===== config.mk =====
export PLATFORM = sky130hd
export DESIGN_NAME = name_writer_flat
export DESIGN_NICKNAME = d
export VERILOG_FILES = /design/src/rtl/name_writer_pkg.sv /design/src/rtl/name_writer_if.sv /design/src/rtl/name_writer_fill_seq.sv /design/src/rtl/name_writer.sv /design/src/flat_wrapper.sv
export SDC_FILE = /design/constraint.sdc
export NUM_CORES = 1
export LEC_CHECK = 0
export ABC_AREA = 1
export BUFFER_PORTS_ARGS = -buffer_cell sky130_fd_sc_hd__buf_2
export CAP_MARGIN = 20
export CORE_UTILIZATION = 65
export CTS_BUF_LIST = sky130_fd_sc_hd__clkbuf_2
export DETAILED_ROUTE_END_ITERATION = 8
export GPL_TIMING_DRIVEN = 0
export PLACE_DENSITY = 0.87
export SYNTH_ARGS = -nofsm -noshare
export SYNTH_HDL_FRONTEND = slang
export SYNTH_SLANG_ARGS = --single-unit

===== constraint.sdc =====
create_clock -name clk -period 3.27 [get_ports clk]
set_input_delay 0.654 -clock clk [delete_from_list [all_inputs] [get_ports clk]]
set_output_delay 0.654 -clock clk [all_outputs]
set_load 0.05 [all_outputs]

===== src/rtl/name_writer_pkg.sv =====
// Shared constants, stride decode and fill-state type for the name RAM write port.
package name_writer_pkg;

  localparam int PTR_W = 13;

  localparam logic [2:0] REG_ADDR_LO = 3'd0;
  localparam logic [2:0] REG_ADDR_HI = 3'd1;
  localparam logic [2:0] REG_DATA    = 3'd2;
  localparam logic [2:0] REG_STRIDE  = 3'd3;
  localparam logic [2:0] REG_LEN_LO  = 3'd4;
  localparam logic [2:0] REG_LEN_HI  = 3'd5;
  localparam logic [2:0] REG_FILL    = 3'd6;
  localparam logic [2:0] REG_STATUS  = 3'd7;

  localparam logic [1:0] STRIDE_BYTE = 2'b00;
  localparam logic [1:0] STRIDE_CELL = 2'b01;
  localparam logic [1:0] STRIDE_ROW  = 2'b10;
  localparam logic [1:0] STRIDE_NONE = 2'b11;

  typedef enum logic {
    FILL_IDLE = 1'b0,
    FILL_RUN  = 1'b1
  } fill_state_e;

  function automatic logic [PTR_W-1:0] stride_inc(input logic [1:0] code);
    logic [PTR_W-1:0] inc;
    case (code)
      STRIDE_BYTE: inc = 13'd1;
      STRIDE_CELL: inc = 13'd2;
      STRIDE_ROW:  inc = 13'd128;
      default:     inc = 13'd0;
    endcase
    return inc;
  endfunction

endpackage


===== src/rtl/name_writer_if.sv =====
// CPU register bus plus name RAM write port, bundled for the name writer.
interface name_writer_if;
  logic [2:0]  cpu_addr;
  logic [7:0]  cpu_data_in;
  logic        cpu_write;
  logic        cpu_read;
  logic [7:0]  cpu_data_out;
  logic        busy;
  logic [12:0] write_addr;
  logic [7:0]  write_data;
  logic        write_enable;

  modport master (
    output cpu_addr, cpu_data_in, cpu_write, cpu_read,
    input  cpu_data_out, busy, write_addr, write_data, write_enable
  );

  modport slave (
    input  cpu_addr, cpu_data_in, cpu_write, cpu_read,
    output cpu_data_out, busy, write_addr, write_data, write_enable
  );
endinterface


===== src/rtl/name_writer_fill_seq.sv =====
// Fill sequencer: counts out a run of beats after a start pulse, one per clock.
module name_fill_seq
  import name_writer_pkg::*;
(
  input  logic             clk,
  input  logic             reset_n,
  input  logic             start_i,
  input  logic [PTR_W-1:0] len_i,
  output logic             busy_o,
  output logic             beat_o
);

  fill_state_e      state_q, state_d;
  logic [PTR_W-1:0] cnt_q, cnt_d;

  always_ff @(posedge clk) begin
    if (!reset_n) begin
      state_q <= FILL_IDLE;
      cnt_q   <= '0;
    end else begin
      state_q <= state_d;
      cnt_q   <= cnt_d;
    end
  end

  // The first beat fires in the start cycle so its registered write lands
  // in the first busy cycle; cnt_q then holds the beats still to issue.
  always_comb begin
    state_d = state_q;
    cnt_d   = cnt_q;
    beat_o  = 1'b0;
    case (state_q)
      FILL_IDLE: begin
        if (start_i && (len_i != '0)) begin
          beat_o  = 1'b1;
          cnt_d   = len_i - 13'd1;
          state_d = FILL_RUN;
        end
      end
      FILL_RUN: begin
        if (cnt_q != '0) begin
          beat_o = 1'b1;
          cnt_d  = cnt_q - 13'd1;
        end else begin
          state_d = FILL_IDLE;
        end
      end
      default: state_d = FILL_IDLE;
    endcase
  end

  assign busy_o = (state_q == FILL_RUN);

endmodule


===== src/rtl/name_writer.sv =====
// CPU-side name RAM write port: pointer/stride registers, single writes and fill engine.
module name_writer
  import name_writer_pkg::*;
(
  input  logic        clk,
  input  logic        reset_n,
  name_writer_if.slave bus
);

  logic [PTR_W-1:0] ptr_q, ptr_d;
  logic [1:0]       stride_q, stride_d;
  logic [PTR_W-1:0] len_q, len_d;
  logic [7:0]       fill_q, fill_d;
  logic             rej_q, rej_d;
  logic [7:0]       rd_q, rd_d;
  logic [PTR_W-1:0] waddr_q, waddr_d;
  logic [7:0]       wdata_q, wdata_d;
  logic             we_q, we_d;

  logic       busy, beat;
  logic       wr_ok, start, data_wr;
  logic [7:0] rd_val;

  assign wr_ok   = bus.cpu_write && !busy;
  assign start   = wr_ok && (bus.cpu_addr == REG_FILL);
  assign data_wr = wr_ok && (bus.cpu_addr == REG_DATA);

  name_fill_seq u_fill (
    .clk     (clk),
    .reset_n (reset_n),
    .start_i (start),
    .len_i   (len_q),
    .busy_o  (busy),
    .beat_o  (beat)
  );

  always_comb begin
    rd_val = 8'h00;
    case (bus.cpu_addr)
      REG_ADDR_LO: rd_val = ptr_q[7:0];
      REG_ADDR_HI: rd_val = {3'b000, ptr_q[12:8]};
      REG_STRIDE:  rd_val = {6'b0, stride_q};
      REG_LEN_LO:  rd_val = len_q[7:0];
      REG_LEN_HI:  rd_val = {3'b000, len_q[12:8]};
      REG_STATUS:  rd_val = {6'b0, rej_q, busy};
      default:     rd_val = 8'h00;
    endcase
  end

  always_comb begin
    ptr_d    = ptr_q;
    stride_d = stride_q;
    len_d    = len_q;
    fill_d   = fill_q;
    rej_d    = rej_q;
    rd_d     = rd_q;
    waddr_d  = waddr_q;
    wdata_d  = wdata_q;
    we_d     = 1'b0;

    // A reject arriving with a STATUS read survives the clear.
    if (bus.cpu_read) begin
      rd_d = rd_val;
      if (bus.cpu_addr == REG_STATUS) rej_d = 1'b0;
    end
    if (bus.cpu_write && busy) rej_d = 1'b1;

    if (wr_ok) begin
      case (bus.cpu_addr)
        REG_ADDR_LO: ptr_d[7:0]  = bus.cpu_data_in;
        REG_ADDR_HI: ptr_d[12:8] = bus.cpu_data_in[4:0];
        REG_STRIDE:  stride_d    = bus.cpu_data_in[1:0];
        REG_LEN_LO:  len_d[7:0]  = bus.cpu_data_in;
        REG_LEN_HI:  len_d[12:8] = bus.cpu_data_in[4:0];
        REG_FILL:    fill_d      = bus.cpu_data_in;
        default: ;
      endcase
    end

    // The start beat takes its byte straight off the bus; fill_q is not loaded yet.
    if (data_wr || beat) begin
      we_d    = 1'b1;
      waddr_d = ptr_q;
      wdata_d = (data_wr || start) ? bus.cpu_data_in : fill_q;
      ptr_d   = ptr_q + stride_inc(stride_q);
    end
  end

  always_ff @(posedge clk) begin
    if (!reset_n) begin
      ptr_q    <= '0;
      stride_q <= '0;
      len_q    <= '0;
      fill_q   <= '0;
      rej_q    <= 1'b0;
      rd_q     <= '0;
      waddr_q  <= '0;
      wdata_q  <= '0;
      we_q     <= 1'b0;
    end else begin
      ptr_q    <= ptr_d;
      stride_q <= stride_d;
      len_q    <= len_d;
      fill_q   <= fill_d;
      rej_q    <= rej_d;
      rd_q     <= rd_d;
      waddr_q  <= waddr_d;
      wdata_q  <= wdata_d;
      we_q     <= we_d;
    end
  end

  assign bus.cpu_data_out = rd_q;
  assign bus.busy         = busy;
  assign bus.write_addr   = waddr_q;
  assign bus.write_data   = wdata_q;
  assign bus.write_enable = we_q;

endmodule

===== src/flat_wrapper.sv =====
// flat-port wrapper written by rule: the top's interface ports become plain ports
module name_writer_flat import name_writer_pkg::*;
  (clk, reset_n, bus_cpu_addr, bus_cpu_data_in, bus_cpu_write, bus_cpu_read, bus_cpu_data_out, bus_busy, bus_write_addr, bus_write_data, bus_write_enable);
  name_writer_if bus_i ();
  input  logic clk;
  input  logic reset_n;
  input wire logic [$bits(bus_i.cpu_addr)-1:0] bus_cpu_addr;
  input wire logic [$bits(bus_i.cpu_data_in)-1:0] bus_cpu_data_in;
  input wire logic [$bits(bus_i.cpu_write)-1:0] bus_cpu_write;
  input wire logic [$bits(bus_i.cpu_read)-1:0] bus_cpu_read;
  output wire logic [$bits(bus_i.cpu_data_out)-1:0] bus_cpu_data_out;
  output wire logic [$bits(bus_i.busy)-1:0] bus_busy;
  output wire logic [$bits(bus_i.write_addr)-1:0] bus_write_addr;
  output wire logic [$bits(bus_i.write_data)-1:0] bus_write_data;
  output wire logic [$bits(bus_i.write_enable)-1:0] bus_write_enable;
  assign bus_i.cpu_addr = bus_cpu_addr;
  assign bus_i.cpu_data_in = bus_cpu_data_in;
  assign bus_i.cpu_write = bus_cpu_write;
  assign bus_i.cpu_read = bus_cpu_read;
  assign bus_cpu_data_out = bus_i.cpu_data_out;
  assign bus_busy = bus_i.busy;
  assign bus_write_addr = bus_i.write_addr;
  assign bus_write_data = bus_i.write_data;
  assign bus_write_enable = bus_i.write_enable;
  name_writer u_core (.clk(clk), .reset_n(reset_n), .bus(bus_i));
endmodule

==> summary.md, run 1 <==
| Metric | Value |
|---|---|
| Status | `complete, no violations` |
| WP data required | `3.67 ns` |
| Layout cells sized above 1 | `0.141` |
| Multi-input logic area | `0.00209 mm^2` |
| Max frequency | `439 MHz` |
| Crit path launch type | `register` |
| R2R depth | `9` |
| Sum of negative setup slack | `0 ns` |
| Number of synthesis warnings | `0` |
| Mapped Cells | `598` |
| DRT iter0 DRCs | `398` |
| IR Drop Worst-Case VDD | `0.323 mV` |
| Largest cells by area after synthesis | `dfxtp_1 40%, nand2_1 15%, o21ai_0 7.7%, a21oi_1 6.8%, inv_1 5.5%` |
| Seq. cell area | `0.00162 mm^2` |
| Hold_sp | `bus_cpu_data_in[6]` |
| RSZ-0062 raised after global routing | `no` |
| Crit-path most repeated cell | `a21oi_1` |
| Top-count cell post-synth | `nand2_1` |
| Synth top area share | `0.396` |
| Slowest CP cell | `nor3_1` |
| Die X | `81.4 um` |
| Fillers | `520` |
| Overall routing resource usage | `0.363` |
| Via/cell ratio | `5.79` |
| PortBufs | `44` |
| Syn_area_per_cell | `6.85 um^2` |
| CP Cell Sequence | `nor2_1, ha_1, inv_1, fa_1, nor3_1, nand3_1, xor2_1, a21oi_1, a21oi_1` |
| Mapped Nets | `618` |
| Synth area leader | `dfxtp_1` |
| Detailed Route WL | `11300 um` |
| Hold path cells | `3` |
| Critical path class | `reg2reg` |
| Pre-CTS setup slack | `1.09 ns` |
| Inst Count DP | `717` |
| Initial core utilization | `0.684` |
| Period utilization | `0.697` |
| Std-Cell Rows | `28` |
| Max-slew violations | `0` |
| Post-Syn Area | `0.00410 mm^2` |
| GPL Wtd Cong | `0.937` |
| Crit path arrival time | `2.68 ns` |
| Ys async rst share | `0` |
| Endpoints failing hold | `0` |
| Stages on the worst setup path | `9` |
| Max-slew headroom | `0.581` |
| Power Dens Cells | `440 mW/mm^2` |
| Num CTS Buffers | `9` |
| Initial antenna violation count | `0` |
| HP Class | `in2reg` |
| CTS sink cnt | `81` |
| Critical path peak fanout | `5` |
| Die span in y | `81.4 um` |
| Worst r2r src | `u_core.stride_q[0]` |
| Fin nets | `673` |
| Total gr overflow | `0` |
| Average wire per standard cell | `15.5 um` |
| ANT nets after route | `0` |
| Fin crit period | `2.28 ns` |
| Reg2reg setup slack | `0.99 ns` |
| Setup WS post-layout | `0.991 ns` |
| Final cell count without fillers | `733` |
| Final HPWL DP | `8410 um` |
| Worst path max stage delay | `0.45 ns` |
| Most used DFF post-synth | `dfxtp_1` |
| Post-synthesis sequential area ratio | `0.396` |
| Worst-path clk slew | `0.22 ns` |
| TritonRoute pass-1 iters | `5` |
| Synthesis-to-layout area growth | `10.4%` |
| Hold-fix buffers, CTS | `0` |
| Total setup buffers inserted after CTS | `0` |
| LEAKAGE | `2.11 nW` |
| Crit path capture type | `register` |
| Residual DRC | `0` |
| Actual slew at the worst max-slew pin | `0.628 ns` |
| H-tree depth | `3` |
| Crit Reg-Reg Endpoint | `u_core.ptr_q[6]` |
| Vias in the first global route | `3876` |
| Largest net degree at the start of global routing | `14` |
| Vias | `4242` |
| Clk root buf | `clkbuf_2` |
| Delay-heaviest family, CP | `simple AND/OR/NAND/NOR gates` |
| ANT cells | `0` |
| Final Skew | `0.0354 ns` |
| Max_cap viols | `0` |
| Final setup vio count | `0` |
| Hold worst-path end | `u_core.fill_q[6]` |
| Die area | `0.00663 mm^2` |
| Synth Register Bits | `81` |
| Skew-Pair Late Insertion Delay | `0.54 ns` |
| CTS-repair resized insts | `0` |
| Post-synth cell types | `38` |
| IO Pins | `46` |
| CTS tree | `built` |
| Number of enable flip-flop cells after synthesis | `0` |
| CORE AREA | `0.00599 mm^2` |
| Clk buf depth | `2` |
| Buf/Inv on CP | `1` |
| Commonest cells in the netlist | `163 x nand2_1, 81 x dfxtp_1, 63 x o21ai_0, 60 x inv_1, 56 x a21oi_1` |
| First-pass GRT wire length | `18100 um` |
kinds of logic (layout without fill, tap and decap cells):
logic type / after synthesis / count (layout) / share of synthesized area
AOI/OAI and AO/OA: 152 / 152 / 0.196
xor gates and xnor gates: 12 / 12 / 0.0256
adders and majority gates: 5 / 5 / 0.0171
buffers and inverters: 88 / 148 / 0.0943
DFF: 81 / 81 / 0.396
and+or+nand+nor: 260 / 260 / 0.271
registers in the layout, summed over array words and instances (netlist names):
register and flops:
u_core.bus.cpu_data_out 8, u_core.bus.write_addr 13, u_core.bus.write_data 8, u_core.bus.write_enable 1, u_core.fill_q 8, u_core.len_q 13
u_core.ptr_q 13, u_core.rej_q 1, u_core.stride_q 2, u_core.u_fill.busy_o 1, u_core.u_fill.cnt_q 13
layer usage:
metal | GRT usage | vias up | share of wire
met5 | 0 | - | 0
met4 | 0.143 | 0 | 0.026
met3 | 0.0556 | 30 | 0.076
met2 | 0.600 | 191 | 0.47
met1 | 0.475 | 1955 | 0.42
li1 | - | 2066 | -
worst register-to-register path, delay by kind of cell (launching register included):
kind | cells | cell delay (ns)
and+or+nand+nor | 3 | 0.73
xor gates and xnor gates | 1 | 0.17
DFF | 1 | 0.40
AOI/OAI and AO/OA | 2 | 0.20
buffers and inverters | 1 | 0.06
adders and majority gates | 2 | 0.59
power by group:
group | internal [W] | switching (W)
registers | 0.00103 | 0.0000269
logic | 0.000111 | 0.000277
clock network | 0.000182 | 0.000359
worst max path at each step:
stage | start | to | slack [ns]
3_5_place_dp | bus_cpu_write | u_core.u_fill.cnt_q[10] | 1.09
5_1_grt | u_core.stride_q[0] | u_core.ptr_q[8] | 0.91
6_report | u_core.stride_q[0] | u_core.ptr_q[6] | 0.99
2_1_floorplan | u_core.u_fill.busy_o | u_core.u_fill.cnt_q[10] | 1.17
3_3_place_gp | bus_cpu_write | u_core.u_fill.cnt_q[11] | 1.09
4_1_cts | u_core.stride_q[0] | u_core.ptr_q[6] | 1.06
cell usage in the layout (no fill, tap or decap), types with 11 or more instances in the layout:
master	count
clkbuf_2	11
dfxtp_1	81
nand2_1	163
o21ai_0	63
nor2_1	43
inv_1	60
buf_2	49
a21oi_1	56
nand3_1	28
metrics by stage:
| step | hold slack, ns | util | cell area, um^2 | power, W |
|---|---|---|---|---|
| 3_3_place_gp | 0.449 | 0.737 | 4410 | 0.00144 |
| 2_1_floorplan | 0.441 | - | 4100 | 0.00135 |
| 3_5_place_dp | 0.454 | 0.737 | 4410 | 0.00146 |
| 4_1_cts | 0.351 | 0.755 | 4520 | 0.00198 |
| 6_report | 0.368 | 0.755 | 4520 | 0.00199 |
| 5_1_grt | 0.351 | 0.755 | 4520 | 0.00206 |
cell type report:
class / count / share of cell area
Multi-Input combinational cell: 429 / 0.462
Sequential cell: 81 / 0.358
Inverter: 66 / 0.0550
Timing Repair Buffer: 44 / 0.0487
Buffer: 22 / 0.0304
Tap cell: 75 / 0.0207
Clock inverter: 5 / 0.0124
Clock buffer: 11 / 0.0122
Power figures use the tool's default switching activity.
==> run 2: changes to the inputs <==
- CORE_UTILIZATION: 65 -> 61
- PLACE_DENSITY: 0.87 -> 0.83
- clock period: 3.27 -> 2.2 ns (I/O delays scaled with it)
==> summary.md, run 2 (same netlist as run 1, synthesis figures left out) <==
| Metric | Value |
|---|---|
| Max-slew headroom | `0.584 (was 0.581)` |
| Layout cells sized above 1 | `0.146 (was 0.141)` |
| RSZ-0062 raised after global routing | `no (unchanged)` |
| HP Class | `in2reg (unchanged)` |
| Clk buf depth | `2 (unchanged)` |
| Period utilization | `0.942 (was 0.697)` |
| Hold path cells | `3 (unchanged)` |
| Clk root buf | `clkbuf_2 (unchanged)` |
| TritonRoute pass-1 iters | `7 (was 5)` |
| Die X | `84.0 um (was 81.4 um)` |
| Max frequency | `482 MHz (was 439 MHz)` |
| Commonest non-fill, non-tap cell in the layout | `nand2_1 (unchanged)` |
| DRT iter0 DRCs | `438 (was 398)` |
| Max_cap viols | `0 (unchanged)` |
| Total gr overflow | `0 (unchanged)` |
| Initial core utilization | `0.638 (was 0.684)` |
| Fillers | `583 (was 520)` |
| Critical path class | `reg2reg (unchanged)` |
| Crit path arrival time | `2.53 ns (was 2.68 ns)` |
| Final setup vio count | `0 (unchanged)` |
| Status | `complete, but fails checks (was complete, no violations)` |
| R2R depth | `9 (unchanged)` |
| H-tree depth | `3 (unchanged)` |
| Sum of negative setup slack | `0 ns (unchanged)` |
| Overall routing resource usage | `0.325 (was 0.363)` |
| Setup WS post-layout | `0.127 ns (was 0.991 ns)` |
| Average wire per standard cell | `15.2 um (was 15.5 um)` |
| Die span in y | `84.0 um (was 81.4 um)` |
| First-pass GRT wire length | `18100 um (about the same)` |
| Power Dens Cells | `669 mW/mm^2 (was 440 mW/mm^2)` |
| CTS tree | `built (unchanged)` |
| Detailed Route WL | `11100 um (was 11300 um)` |
| Final Skew | `0.0304 ns (was 0.0354 ns)` |
| Skew-Pair Late Insertion Delay | `0.55 ns (was 0.54 ns)` |
| Crit path capture type | `register (unchanged)` |
| Fin crit period | `2.07 ns (was 2.28 ns)` |
| Initial antenna violation count | `0 (unchanged)` |
| Max-slew violations | `0 (unchanged)` |
| Crit path launch type | `register (unchanged)` |
| CORE AREA | `0.00642 mm^2 (was 0.00599 mm^2)` |
| Fin nets | `673 (unchanged)` |
| Final Util | `0.711 (was 0.755)` |
| Via/cell ratio | `5.75 (was 5.79)` |
| PortBufs | `44 (unchanged)` |
| CTS sink cnt | `81 (unchanged)` |
| GPL Wtd Cong | `0.906 (was 0.937)` |
| Final HPWL DP | `8280 um (was 8410 um)` |
| Vias | `4225 (was 4242)` |
| WP data required | `2.65 ns (was 3.67 ns)` |
| ANT cells | `0 (unchanged)` |
| Std-Cell Rows | `29 (was 28)` |
| Worst-path clk slew | `0.23 ns (was 0.22 ns)` |
| Hold-fix buffers, CTS | `0 (unchanged)` |
| Largest net degree at the start of global routing | `14 (unchanged)` |
| Most frequent cells in the layout | `163 x nand2_1, 81 x dfxtp_1, 61 x o21ai_0 (was 163 x nand2_1, 81 x dfxtp_1, 63 x o21ai_0)` |
| Actual slew at the worst max-slew pin | `0.621 ns (was 0.628 ns)` |
| Endpoints failing hold | `0 (unchanged)` |
| Critical path peak fanout | `5 (unchanged)` |
| Num CTS Buffers | `9 (unchanged)` |
| Overall Power | `0.00306 W (was 0.00199 W)` |
| IR Drop Worst-Case VDD | `0.411 mV (was 0.323 mV)` |
| Vias in the first global route | `3924 (was 3876)` |
| Die area | `0.00705 mm^2 (was 0.00663 mm^2)` |
| Synthesis-to-layout area growth | `11.5% (was 10.4%)` |
| Residual DRC | `6 (was 0)` |
| ANT nets after route | `0 (unchanged)` |
| LEAKAGE | `2.13 nW (was 2.11 nW)` |
| Failing checks | `design-rule violations` |
| IO Pins | `46 (unchanged)` |
| Pre-CTS setup slack | `0.0404 ns (was 1.09 ns)` |
[run 2: cell count changes in the layout (fill, tap and decap cells not counted), sizes merged]
cell and delta:
clkinvlp +2, clkinv -3, bufinv +1
[run 2: report_power, final]
| group | internal, W | switching (W) |
|---|---|---|
| Combinational | 0.000166 | 0.000407 |
| Sequential | 0.00153 | 0.0000405 |
| Clock | 0.000382 | 0.000528 |
| Total | 0.00208 | 0.000975 |
[run 2: repair_timing]
action	in CTS	in global routing
setup buffers	0	0
gates resized for setup	1	5
endpoints found under the setup margin	1	5
hold endpoints to repair	0	0
pin swaps	0	1
[run 2: layout make-up]
class / count / area, um^2 / area share
tap: 77 / 96.3 / 0.0211
sequential: 81 / 1620 / 0.355
clock inverter: 5 / 80.1 / 0.0175
multi-input combinational: 429 / 2110 / 0.462
inverter: 66 / 249 / 0.0545
buffer: 22 / 138 / 0.0301
timing repair buffer: 44 / 220 / 0.0482
clock buffer: 11 / 55.1 / 0.0120
[run 2: critical path, stage by stage (launching register included)]
cell and delay, ns:
dfxtp_1 0.41, nor2_1 0.12, ha_1 0.18, inv_1 0.06, fa_1 0.44, nor3_4 0.28, a31o_2 0.26, nand3_1 0.09
nand3_1 0.09, nand2_1 0.05
[run 2: worst paths after layout]
kind | from | endpoint | slack [ns]
worst max-delay path | u_core.stride_q[0] | u_core.ptr_q[10] | 0.13
worst min-delay path | bus_cpu_data_in[6] | u_core.bus.write_data[6] | 0.16
worst max register to register | u_core.stride_q[0] | u_core.ptr_q[10] | 0.13
worst min register to register | u_core.bus.cpu_data_out[4] | u_core.bus.cpu_data_out[4] | 0.47
[run 2: per-stage QoR]
stage	hold slack (ns)	std cells	instance area [um^2]
after floorplan	0.441	598	4100
after global placement	0.450	719	4420
after detailed placement	0.454	719	4420
after CTS	0.137	735	4560
after global routing	0.149	735	4570
final	0.156	735	4570
[run 2: per-layer routing]
layer | GRT usage | routed length (um)
met2 | 0.513 | 5130
met1 | 0.403 | 4630
met3 | 0.0534 | 793
met4 | 0.234 | 585
met5 | 0 | 0
==> run 3: changes to the inputs <==
- CELL_PAD_IN_SITES_DETAIL_PLACEMENT: default -> 1
- CELL_PAD_IN_SITES_GLOBAL_PLACEMENT: default -> 1
- CORE_UTILIZATION: 61 -> 43
- PLACE_DENSITY: 0.83 -> default
- PLACE_DENSITY_LB_ADDON: default -> 0.1
==> summary.md, run 3 (same netlist as run 1, synthesis figures left out) <==
| Metric | Value |
|---|---|
| Vias in the first global route | `4306 (was 3924)` |
| Worst-path clk slew | `0.25 ns (was 0.23 ns)` |
| HP Class | `in2reg (unchanged)` |
| Actual slew at the worst max-slew pin | `0.651 ns (was 0.621 ns)` |
| Clk root buf | `clkbuf_2 (unchanged)` |
| Die span in y | `99.6 um (was 84.0 um)` |
| Clk buf depth | `2 (unchanged)` |
| Total gr overflow | `0 (unchanged)` |
| Crit path arrival time | `2.51 ns (was 2.53 ns)` |
| Residual DRC | `0 (was 6)` |
| LEAKAGE | `2.13 nW (about the same)` |
| IO Pins | `46 (unchanged)` |
| ANT nets after route | `0 (unchanged)` |
| Die X | `99.6 um (was 84.0 um)` |
| PortBufs | `44 (unchanged)` |
| Max-slew headroom | `0.564 (was 0.584)` |
| ANT cells | `0 (unchanged)` |
| CTS tree | `built (unchanged)` |
| CTS sink cnt | `81 (unchanged)` |
| Sequential Power Share | `0.522 (was 0.515)` |
| Average wire per standard cell | `17.1 um (was 15.2 um)` |
| Layout cells sized above 1 | `0.150 (was 0.146)` |
| Via/cell ratio | `5.30 (was 5.75)` |
| Endpoints failing hold | `0 (unchanged)` |
| Sw Share | `0.347 (was 0.319)` |
| Switching Power | `0.00105 W (was 0.000975 W)` |
| Final setup vio count | `0 (unchanged)` |
| Worst hold slack | `0.143 ns (was 0.156 ns)` |
| Max-slew violations | `0 (unchanged)` |
| Fin nets | `674 (was 673)` |
| Internal | `0.00197 W (was 0.00208 W)` |
| Overall Power | `0.00302 W (was 0.00306 W)` |
| TritonRoute pass-1 iters | `4 (was 7)` |
| Crit path launch type | `register (unchanged)` |
| Crit path capture type | `register (unchanged)` |
| Final Util | `0.502 (was 0.711)` |
| Detailed Route WL | `13400 um (was 11100 um)` |
| Period utilization | `0.912 (was 0.942)` |
| Fin crit period | `2.01 ns (was 2.07 ns)` |
| Final HPWL DP | `10200 um (was 8280 um)` |
| Max_cap viols | `0 (unchanged)` |
| WP data required | `2.70 ns (was 2.65 ns)` |
| Std-Cell Rows | `35 (was 29)` |
| Num CTS Buffers | `9 (unchanged)` |
| Overall routing resource usage | `0.287 (was 0.325)` |
| Synthesis-to-layout area growth | `13.1% (was 11.5%)` |
| Largest net degree at the start of global routing | `15 (was 14)` |
| Final Skew | `0.0249 ns (was 0.0304 ns)` |
| Initial antenna violation count | `0 (unchanged)` |
| DRT iter0 DRCs | `153 (was 438)` |
| Hold-fix buffers, CTS | `0 (unchanged)` |
| H-tree depth | `3 (unchanged)` |
| First-pass GRT wire length | `21900 um (was 18100 um)` |
| Skew-Pair Late Insertion Delay | `0.55 ns (about the same)` |
| Reg2reg setup slack | `0.19 ns (was 0.13 ns)` |
| Sum of negative setup slack | `0 ns (unchanged)` |
| Initial core utilization | `0.444 (was 0.638)` |
| Commonest non-fill, non-tap cell in the layout | `nand2_1 (unchanged)` |
| Clock group share of total power | `0.282 (was 0.298)` |
| Power Dens Cells | `652 mW/mm^2 (was 669 mW/mm^2)` |
| CORE AREA | `0.00924 mm^2 (was 0.00642 mm^2)` |
| IR Drop Worst-Case VDD | `0.302 mV (was 0.411 mV)` |
| Critical path class | `reg2reg (unchanged)` |
| Status | `complete, no violations (was complete, but fails checks)` |
| Die area | `0.00993 mm^2 (was 0.00705 mm^2)` |
| Most frequent cells in the layout | `163 x nand2_1, 80 x dfxtp_1, 61 x o21ai_0 (was 163 x nand2_1, 81 x dfxtp_1, 61 x o21ai_0)` |
| Critical path peak fanout | `5 (unchanged)` |
| Max frequency | `498 MHz (was 482 MHz)` |
| Vias | `4175 (was 4225)` |
| Comb power frac | `0.196 (was 0.187)` |
| GPL Wtd Cong | `0.873 (was 0.906)` |
| RSZ-0062 raised after global routing | `yes (was no)` |
run 3: cell count changes in the layout (fill, tap and decap cells not counted):
cell,before,now
bufinv_16,2,1
clkbuf_4,0,1
buf_4,2,3
dfxtp_1,81,80
inv_6,0,1
buf_2,49,48
nor2_2,2,1
dfxtp_2,0,1
clkbuf_2,11,10
nor2_4,5,6
o21ai_1,9,8
clkinv_4,0,1
o21ai_2,0,1
run 3: metrics by stage:
stage          setup slack [ns]  cells  instance area [um^2]
3_3_place_gp           -0.00239    771                  4480
2_1_floorplan             0.102    598                  4100
4_1_cts                  0.0571    787                  4600
5_1_grt                 -0.0120    788                  4640
6_report                  0.193    788                  4640
3_5_place_dp            -0.0209    771                  4480
run 3: repair_timing:
action	in CTS	in global routing
cloned	0	0
pin swaps	0	3
endpoints found under the setup margin	4	10
setup buffers	0	1
gates resized for setup	1	9
run 3: area by class of cell:
| cell class | instances | area (um^2) |
|---|---|---|
| Multi-Input combinational cell | 429 | 2120 |
| Sequential cell | 81 | 1620 |
| Clock buffer | 10 | 50.0 |
| Inverter | 66 | 249 |
| Fill cell | 1276 | 4600 |
| Tap cell | 129 | 161 |
| Buffer | 22 | 140 |
| Timing Repair Buffer | 45 | 228 |
| Clock inverter | 6 | 67.6 |
run 3: final timing paths:
check / from / to / depth (start not counted)
max: u_core.stride_q[0] / u_core.ptr_q[8] / 9
min: bus_cpu_data_in[3] / u_core.fill_q[3] / 3
min reg2reg: u_core.bus.cpu_data_out[7] / u_core.bus.cpu_data_out[7] / 2
max reg2reg: u_core.stride_q[0] / u_core.ptr_q[8] / 9
run 3: power groups by stage:
| stage | clock [W] | combinational [W] | sequential, W |
|---|---|---|---|
| after floorplan | 0 | 0.000315 | 0.00169 |
| final | 0.000852 | 0.000592 | 0.00158 |
| after detailed placement | 0 | 0.000583 | 0.00160 |
| after global placement | 0 | 0.000566 | 0.00160 |
| after global routing | 0.000927 | 0.000653 | 0.00159 |
| after CTS | 0.000868 | 0.000585 | 0.00158 |
run 3: layer usage:
metal	track usage	share of wire	vias up
met5	0	0	-
met4	0.0894	0.018	0
met3	0.0457	0.040	24
met2	0.501	0.50	84
met1	0.362	0.45	2002
li1	-	-	2065
run 3: worst max-delay path: stages, from the launching register on:
cell	delay [ns]
dfxtp_2	0.40
nor2_1	0.11
ha_1	0.19
inv_1	0.07
fa_1	0.44
nor3_4	0.20
a31o_2	0.26
xor2_1	0.16
nand2_1	0.07
nand2_1	0.06
